[src/rtl/riscv_pkg.sv]
// riscv_pkg: shared RV32I opcode/funct3 constants, ROB tag width default and ALU result record.
package riscv_pkg;
  localparam int ROB_IDX_W_DEF = 5;
  localparam logic [6:0] OPC_OP     = 7'b0110011;
  localparam logic [6:0] OPC_OP_IMM = 7'b0010011;
  localparam logic [6:0] OPC_LUI    = 7'b0110111;
  localparam logic [6:0] OPC_AUIPC  = 7'b0010111;
  localparam logic [6:0] OPC_JAL    = 7'b1101111;
  localparam logic [6:0] OPC_JALR   = 7'b1100111;
  localparam logic [6:0] OPC_BRANCH = 7'b1100011;
  localparam logic [2:0] F3_ADD  = 3'b000;
  localparam logic [2:0] F3_SLL  = 3'b001;
  localparam logic [2:0] F3_SLT  = 3'b010;
  localparam logic [2:0] F3_SLTU = 3'b011;
  localparam logic [2:0] F3_XOR  = 3'b100;
  localparam logic [2:0] F3_SR   = 3'b101;
  localparam logic [2:0] F3_OR   = 3'b110;
  localparam logic [2:0] F3_AND  = 3'b111;
  localparam logic [2:0] F3_BEQ  = 3'b000;
  localparam logic [2:0] F3_BNE  = 3'b001;
  localparam logic [2:0] F3_BLT  = 3'b100;
  localparam logic [2:0] F3_BGE  = 3'b101;
  localparam logic [2:0] F3_BLTU = 3'b110;
  localparam logic [2:0] F3_BGEU = 3'b111;
  typedef struct packed {
    logic [31:0] value;
    logic        jump;
    logic [31:0] target;
  } alu_res_t;
endpackage

[src/rtl/alu_core.sv]
// alu_core: combinational RV32I integer datapath; redirect resolution only when ALU_BRANCH_EN is defined.
module alu_core
  import riscv_pkg::*;
(
  input  logic [31:0] op,
  input  logic [31:0] vj,
  input  logic [31:0] vk,
  input  logic [31:0] pc,
  input  logic [31:0] imm,
  output alu_res_t    res
);
  logic [6:0] opc;
  logic [2:0] f3;
  logic [31:0] b, alu, sra;
  logic [4:0] sh;
  logic unused_ok;
  assign opc = op[6:0];
  assign f3 = op[14:12];
  assign b = opc == OPC_OP ? vk : imm;
  assign sh = b[4:0];
  assign sra = $signed(vj) >>> sh;
  assign unused_ok = &{1'b0, op[31], op[29:15], op[11:7]};
  always_comb begin
    alu = '0;
    case (f3)
      F3_ADD:  alu = (opc == OPC_OP && op[30]) ? vj - b : vj + b;
      F3_SLL:  alu = vj << sh;
      F3_SLT:  alu = {31'd0, $signed(vj) < $signed(b)};
      F3_SLTU: alu = {31'd0, vj < b};
      F3_XOR:  alu = vj ^ b;
      F3_SR:   alu = op[30] ? sra : vj >> sh;
      F3_OR:   alu = vj | b;
      F3_AND:  alu = vj & b;
      default: alu = '0;
    endcase
  end
  assign res.value = (opc == OPC_OP || opc == OPC_OP_IMM) ? alu :
                     opc == OPC_LUI ? imm :
                     opc == OPC_AUIPC ? pc + imm :
                     (opc == OPC_JAL || opc == OPC_JALR) ? pc + 32'd4 : '0;
`ifdef ALU_BRANCH_EN
  logic take;
  always_comb begin
    take = 1'b0;
    case (f3)
      F3_BEQ:  take = vj == vk;
      F3_BNE:  take = vj != vk;
      F3_BLT:  take = $signed(vj) < $signed(vk);
      F3_BGE:  take = $signed(vj) >= $signed(vk);
      F3_BLTU: take = vj < vk;
      F3_BGEU: take = vj >= vk;
      default: take = 1'b0;
    endcase
  end
  assign res.jump = opc == OPC_BRANCH ? take : (opc == OPC_JAL || opc == OPC_JALR);
  assign res.target = opc == OPC_JALR ? (vj + imm) & ~32'd1 :
                      (opc == OPC_BRANCH || opc == OPC_JAL) ? pc + imm : '0;
`else
  assign res.jump = 1'b0;
  assign res.target = '0;
`endif
endmodule

[src/rtl/alu_cdb_unit.sv]
// alu_cdb_unit: ALU execution unit with a result FIFO feeding the common data bus.
// Define ALU_BRANCH_EN to resolve branch/jump redirects; otherwise jump/target read 0.
module alu_cdb_unit
  import riscv_pkg::*;
#(
  parameter int ROB_IDX_W  = ROB_IDX_W_DEF,
  parameter int FIFO_DEPTH = 2
) (
  input  logic                 clk_in,
  input  logic                 rst_n_in,
  input  logic                 rdy_in,
  input  logic                 flush_in,
  input  logic                 disp_valid_in,
  output logic                 disp_ready_out,
  input  logic [31:0]          disp_op_in,
  input  logic [31:0]          disp_vj_in,
  input  logic [31:0]          disp_vk_in,
  input  logic [31:0]          disp_pc_in,
  input  logic [31:0]          disp_imm_in,
  input  logic [ROB_IDX_W-1:0] disp_dest_in,
  output logic                 cdb_valid_out,
  input  logic                 cdb_grant_in,
  output logic [ROB_IDX_W-1:0] cdb_tag_out,
  output logic [31:0]          cdb_value_out,
  output logic                 cdb_jump_out,
  output logic [31:0]          cdb_target_out
);
  localparam int PW = $clog2(FIFO_DEPTH);
  localparam int CW = $clog2(FIFO_DEPTH + 1);
  logic [PW-1:0] wr_ptr, rd_ptr;
  logic [CW-1:0] count;
  logic [ROB_IDX_W-1:0] tag_q [FIFO_DEPTH];
  alu_res_t res_q [FIFO_DEPTH];
  alu_res_t res, head;
  logic push, pop;
  alu_core u_core (
    .op  (disp_op_in),
    .vj  (disp_vj_in),
    .vk  (disp_vk_in),
    .pc  (disp_pc_in),
    .imm (disp_imm_in),
    .res (res)
  );
  assign disp_ready_out = count < CW'(FIFO_DEPTH);
  assign cdb_valid_out = count != '0;
  assign push = rdy_in && !flush_in && disp_valid_in && disp_ready_out;
  assign pop = rdy_in && !flush_in && cdb_valid_out && cdb_grant_in;
  // Gate the head with valid so reset and empty both present an all-zero bus.
  assign head = cdb_valid_out ? res_q[rd_ptr] : '0;
  assign cdb_tag_out = cdb_valid_out ? tag_q[rd_ptr] : '0;
  assign cdb_value_out = head.value;
  assign cdb_jump_out = head.jump;
  assign cdb_target_out = head.target;
  always_ff @(posedge clk_in or negedge rst_n_in) begin
    if (!rst_n_in) begin
      wr_ptr <= '0;
      rd_ptr <= '0;
      count <= '0;
    end else if (rdy_in) begin
      wr_ptr <= flush_in ? '0 : wr_ptr + PW'(push);
      rd_ptr <= flush_in ? '0 : rd_ptr + PW'(pop);
      count <= flush_in ? '0 : count + CW'(push) - CW'(pop);
    end
  end
  always_ff @(posedge clk_in) begin
    if (push) begin
      tag_q[wr_ptr] <= disp_dest_in;
      res_q[wr_ptr] <= res;
    end
  end
endmodule
[config.mk]
export PLATFORM = sky130hd
export DESIGN_NAME = alu_cdb_unit
export DESIGN_NICKNAME = d
export VERILOG_FILES = /design/src/rtl/riscv_pkg.sv /design/src/rtl/alu_core.sv /design/src/rtl/alu_cdb_unit.sv
export SDC_FILE = /design/constraint.sdc
export NUM_CORES = 1
export LEC_CHECK = 0
export ABC_CLOCK_PERIOD_IN_PS = 3080
export BUFFER_PORTS_ARGS = -buffer_cell sky130_fd_sc_hd__buf_2
export CAP_MARGIN = 10
export CORE_MARGIN = 2
export CORE_UTILIZATION = 35
export DETAILED_ROUTE_END_ITERATION = 8
export PLACE_DENSITY_LB_ADDON = 0.12
export SYNTH_ARGS = -nofsm -noshare
export SYNTH_HDL_FRONTEND = slang
export SYNTH_SLANG_ARGS = --single-unit
[constraint.sdc]
create_clock -name clk_in -period 3.08 [get_ports clk_in]
set_clock_uncertainty 0.1 [all_clocks]
set_input_delay 0.154 -clock clk_in [delete_from_list [all_inputs] [get_ports clk_in]]
set_output_delay 0.154 -clock clk_in [all_outputs]
set_load 0.05 [all_outputs]
# [Word level (Yosys, flattened, before mapping)]
# Memories as Yosys holds them, arrays and structs flattened.
# Index checks and enable logic that the tools add are counted.
[word_totals] reg_bits=4 inputBits=171 latch_bits=0 romBits=0 output_inout_bits=72 memories=2 ramBits=74
[op_classes] mul=0 bitwise_logic=3 shift=3 muxes=15 n_lt_le_gt_ge=3 add_sub_neg=8 n_eq_ne=13 n_div=0 reduce_logical=11
[memory_table] memory="res_q" words=2 width=32 read_ports=1 rd_clocked_by_memory_dff=0 wr=1 line_no="alu_cdb_unit.sv:33" rtl="alu_res_t res_q [FIFO_DEPTH];"
[memory_table] memory="tag_q" words=2 width=5 read_ports=1 rd_clocked_by_memory_dff=0 wr=1 line_no="alu_cdb_unit.sv:32" rtl="logic [ROB_IDX_W-1:0] tag_q [FIFO_DEPTH];"
[ops] cell="one-hot mux 32 bit (8 select lines)" count=1
[ops] cell="two-way mux 32 bit" count=7
[ops] cell="two-way mux 65 bit" count=1
[ops] cell="adder 32 bit" count=2
[ops] cell="< comparator 32 bit" count=2
[ops] cell="adder 32 x 3 -> 32 bit, second input constant" count=1
[ops] cell="AND 32 bit" count=1
[ops] cell="bitwise OR 32 bit" count=1
[ops] cell="<< shifter 32 x 5 -> 32 bit" count=1
[ops] cell=">> shifter 32 x 5 -> 32 bit" count=1
[ops] cell=">>> shifter 32 x 5 -> 32 bit" count=1
[ops] cell="subtractor 32 bit" count=1
[ops] cell="bitwise XOR 32 bit" count=1
[ops] cell="equality test 7 x 5 -> 1 bit, second input constant" count=2
[ops] cell="equality test 7 x 6 -> 1 bit, second input constant" count=2
[ops] cell="equality test 7 bit, second input constant" count=2
[ops] cell="equality test 3 bit, second input constant" count=4
[ops] cell="equality test 3 x 2 -> 1 bit, second input constant" count=2
[ops] cell="logical AND 1 bit" count=6
[ops] cell="two-way mux 5 bit" count=1
[ops] cell="two-way mux 1 bit" count=4
[ops] cell="equality test 3 x 1 -> 1 bit, second input constant" count=1
[ops] cell="logical NOT 3 bit" count=1
[ops] cell="adder 1 bit" count=2
[ops] cell="7 further kinds" count=8

# [Longest topological paths before layout]
[logic_depth] ltp_word=7 mapped_depth=21 mapped_depth_nobuf=16

# [By module]
# Synthesis repeated with hierarchy kept, for this count alone.
[hier_totals] hier_cells=2275 hier_area_um2=17994.8
[modules_own_cells] module="alu_core" area_each_um2=12383.1 instances=1 cells_each=1946 seq_area_each_um2=0.0
[modules_own_cells] module="alu_cdb_unit" area_each_um2=5611.6 instances=1 cells_each=329 seq_area_each_um2=4304.1

# [Worst setup path after synthesis]
# OpenSTA, ideal clock, no wires.
[synth_path] kind="input to register" startpoint="input disp_op_in[3]" endpoint="memory res_q[0][24] (netlist name), data pin" arrival_time_ps=4205 path_stages=20 n_path_buf=5 slack_ps=-1394 setup_ps=169 path_cell_list="and4bb_1 buf_2 nand3_1 and2_1 buf_2 inv_2 buf_2 buf_2 clkbuf_1 ha_1 a211o_1 a2111oi_0 nor4_1 o21ai_0 o31ai_1 a31oi_1 o21ai_0 o31a_1 or4_1 o211ai_1"
[synth_lines] item="from (decl)" line_no="alu_cdb_unit.sv:15" rtl="input logic [31:0] disp_op_in,"
[synth_lines] item="to (decl)" line_no="alu_cdb_unit.sv:33"

==> results.txt <==
----------------------------------------------------
[Pwr]
  Final Total Pwr ... 6.88 mW
  Net Sw Frac ... 45.5%
  Internal Power ... 3.75 mW
  Sequential fraction of design power ... 17.8%
  P_sw ... 3.13 mW
  Relative contribution of combinational cells to total power ... 66.1%
  Worst IR Drop VDD ... 0.000345 V
  Clock network fraction of design power ... 16.1%
  Power density over cell area ... 273 mW/mm2
  Leakage power figure ... 11.3 nW

[Floorplanning]
  Die height ... 214 um
  DIE WIDTH ... 214 um
  Die Area ... 0.0457 mm2
  IO Count ... 243
  Initial standard-cell utilization of the core ... 35.6%
  Placement Rows ... 76
  Core box area ... 0.0433 mm2

[Finish]
  Footprint of the flip-flops and latches ... 0.00232 mm2
  Fraction of layout cells with a size suffix above 1 ... 43.2%
  Share of the core filled with cells in the final layout ... 58.2%
  Most used cells in the layout excluding fill and tap cells ... buf_4 (691), nand2_1 (243), buf_2 (185)
  Number of cells in the finished layout apart from fillers ... 3632
  Leading cell type in the layout, fill and taps excluded ... buf_4
  Multi-input logic area ... 0.0141 mm2
  Antenna cell count ... 0
  Area growth, synth to finish ... 63.4%
  Net count, final ... 3343
  Final-layout fill cell count ... 4154
  Final Instance Area ... 0.0252 mm2

[Synthesis]
  Share of synthesized flip-flops with an asynchronous set or reset ... 5.13%
  Post-Synthesis Cells ... 2220
  Post-synthesis instance area ... 0.0154 mm2
  Number of synthesized register bits ... 78
  Unique masters post-synth ... 89
  Syn avg cell area ... 6.94 um2
  Register area share after synthesis ... 15.1%
  EDFF count, synth ... 74
  Yosys warnings ... 0
  Top FF cell, synth ... edfxtp_1

[Timing]
  Slew of the pin with the lowest slew margin ... 0.737 ns
  Share of the cycle needed by the critical path after routing ... 123%
  Final number of max-transition violations ... 0
  Final worst setup slack ... -0.702 ns
  Final Setup Violations ... 60
  Post-route minimum period ... 3.78 ns
  Setup repair after global routing missed its margin ... yes
  Normalized max-slew margin ... 49.4%
  Fmax achieved ... 264 MHz
  Final Hold Violating Endpoints ... 0

[CTS]
  Clock Path Buffers ... 2
  Clock tree from TritonCTS ... done
  Clock slew at the register clock pins of the worst setup and hold paths ... 0.06 ns
  Number of clock sinks seen by CTS ... 78
  Insertion delay to the later sink of the worst-skew pair ... 0.36 ns
  Maximum level of the CTS H-tree ... 3
  Number of CTS-inserted buffers ... 9
  Clock Root Buffer ... clkbuf_16

[Detailed routing]
  # DRC ... 0
  Vias ... 21354
  Vias per inst ... 5.88
  Initial DRC count ... 2033
  Post-detailed-route wirelength per cell ... 25.4 um
  Detailed-router iteration count before antenna repair ... 5
  Wire length reported by the detailed router ... 92100 um
  Number of nets with antenna violations after routing ... 0

[Outcome]
  Status ... finished, violations left
  Violations in the final reports ... setup timing

[Place]
  Half-perimeter wire length of the detailed placement result ... 74400 um
  Number of placed instances with taps included ... 3548
  Number of buffers inserted by port buffering ... 188
  Minimum setup slack after placement ... -1.25 ns
  Routability congestion estimate ... 1.05
  Placed cell area ... 0.0220 mm2

[Hold path]
  HP Class ... input pin to asynchronous set/reset pin

[GRT]
  GRT Util Overall ... 39.2%
  Overflow left after global routing ... 0
  Largest net degree at the start of global routing ... 62
  First-pass GRT wire length ... 131000 um
  Number of antenna violations at the first check in global routing ... 3
  Via count of the first global-routing pass ... 20016

[Worst setup path]
  Maximum net fanout on the critical path ... 4
  CP Capture Type ... flip-flop
  Data required time of the critical path ... 3.21 ns
  Critical path startpoint category ... input pin
  Worst Path Arrival ... 3.91 ns
  Kind of critical path ... input pin to flip-flop

[Job]
  Maximum Capacitance Violations ... 0

----------------------------------------------------
[metal layers]
layer / GRT usage [%] / up-vias / share of wire (%)
met5: 0 / - / 0.0043
met4: 22.4 / 2 / 6.9
met3: 5.37 / 240 / 8.3
met2: 61.4 / 1109 / 43
met1: 51.9 / 10232 / 41
li1: - / 9771 / -
[cell usage after synthesis, types with 43 or more instances]
library cell	instances	area share, %
ha_1	128	10
nor3_1	44	1.4
clkbuf_1	101	2.5
nand2_1	270	6.6
mux2i_1	87	5.7
inv_1	116	2.8
a21oi_1	189	6.1
nor2_1	184	4.5
o21ai_0	217	7.1
xnor2_1	43	2.4
a211oi_1	47	2.3
edfxtp_1	74	14
nand3_1	121	3.9
[worst paths after layout]
kind	from	end	slack, ns	cells past startpoint
worst max-delay path	disp_op_in[2]	res_q[1][28]	-0.70	20
worst min-delay path	rst_n_in	count[1]	0.02	2
worst max register to register	rd_ptr	rd_ptr	1.00	5
worst min register to register	count[0]	count[0]	0.47	2
max in group asynchronous	rst_n_in	rd_ptr	2.72	2
min in group clk_in	disp_imm_in[5]	res_q[0][5]	0.15	3
[per-stage QoR]
step	TNS (ns)	hold WS, ns
2_1_floorplan	-24.60	-0.242
3_3_place_gp	-57.97	-0.133
3_5_place_dp	-60.69	-0.131
4_1_cts	-22.61	0.0174
5_1_grt	-25.17	0.0569
6_report	-21.19	0.0224
[power by group through the flow]
stage               clock network [mW]  logic [mW]  registers [mW]
CTS                               1.12        4.18            1.22
detailed placement                   0        3.88            1.25
global route                      1.16        4.79            1.23
floorplan                            0        2.09            1.22
global placement                     0        3.86            1.25
finish                            1.11        4.55            1.23
[logic make-up after synthesis]
family	after synthesis	synth area share (%)
compound gates	774	32.0
simple gates	755	22.4
buf+inv	302	8.42
fa+ha+maj	130	10.7
mux	102	6.97
xor+xnor	78	4.44
flops	78	15.1
other cells	1	0.0243
[layout make-up]
cell class              instances  share of cell area (%)
clock buffers                  10                   0.909
clock inverters                 6                   0.273
inverters                     121                    1.89
multi-input cells            1872                    55.8
flip-flops and latches         78                    9.23
well taps                     585                    2.91
repair buffers                960                    29.0
[worst max-delay path: stages]
cell and delay (ns):
buf_8 0.10, nand3b_1 0.17, buf_6 0.15, buf_6 0.13
buf_6 0.12, o21ai_4 0.20, and2_4 0.22, inv_4 0.05
ha_4 0.21, a211o_1 0.36, a2111oi_4 0.36, nor4_4 0.09
o21ai_2 0.26, o31ai_4 0.12, a31oi_4 0.22, a22oi_2 0.08
a21oi_2 0.14, xnor2_1 0.08, o211ai_1 0.49, buf_4 0.21
[repair_timing]
item	CTS	global route
endpoints found under the setup margin	64	64
buffers inserted	33	40
pin swaps	111	126
resized for setup	263	242
gates cloned	5	0
endpoints found under the hold margin	17	0
hold buffers	9	0
[flip-flops by register name (all words and copies together), names as in the netlist]
signal	cells
res_q	64
rd_ptr	1
tag_q	10
count	2
wr_ptr	1
Power figures use the tool's default switching activity.
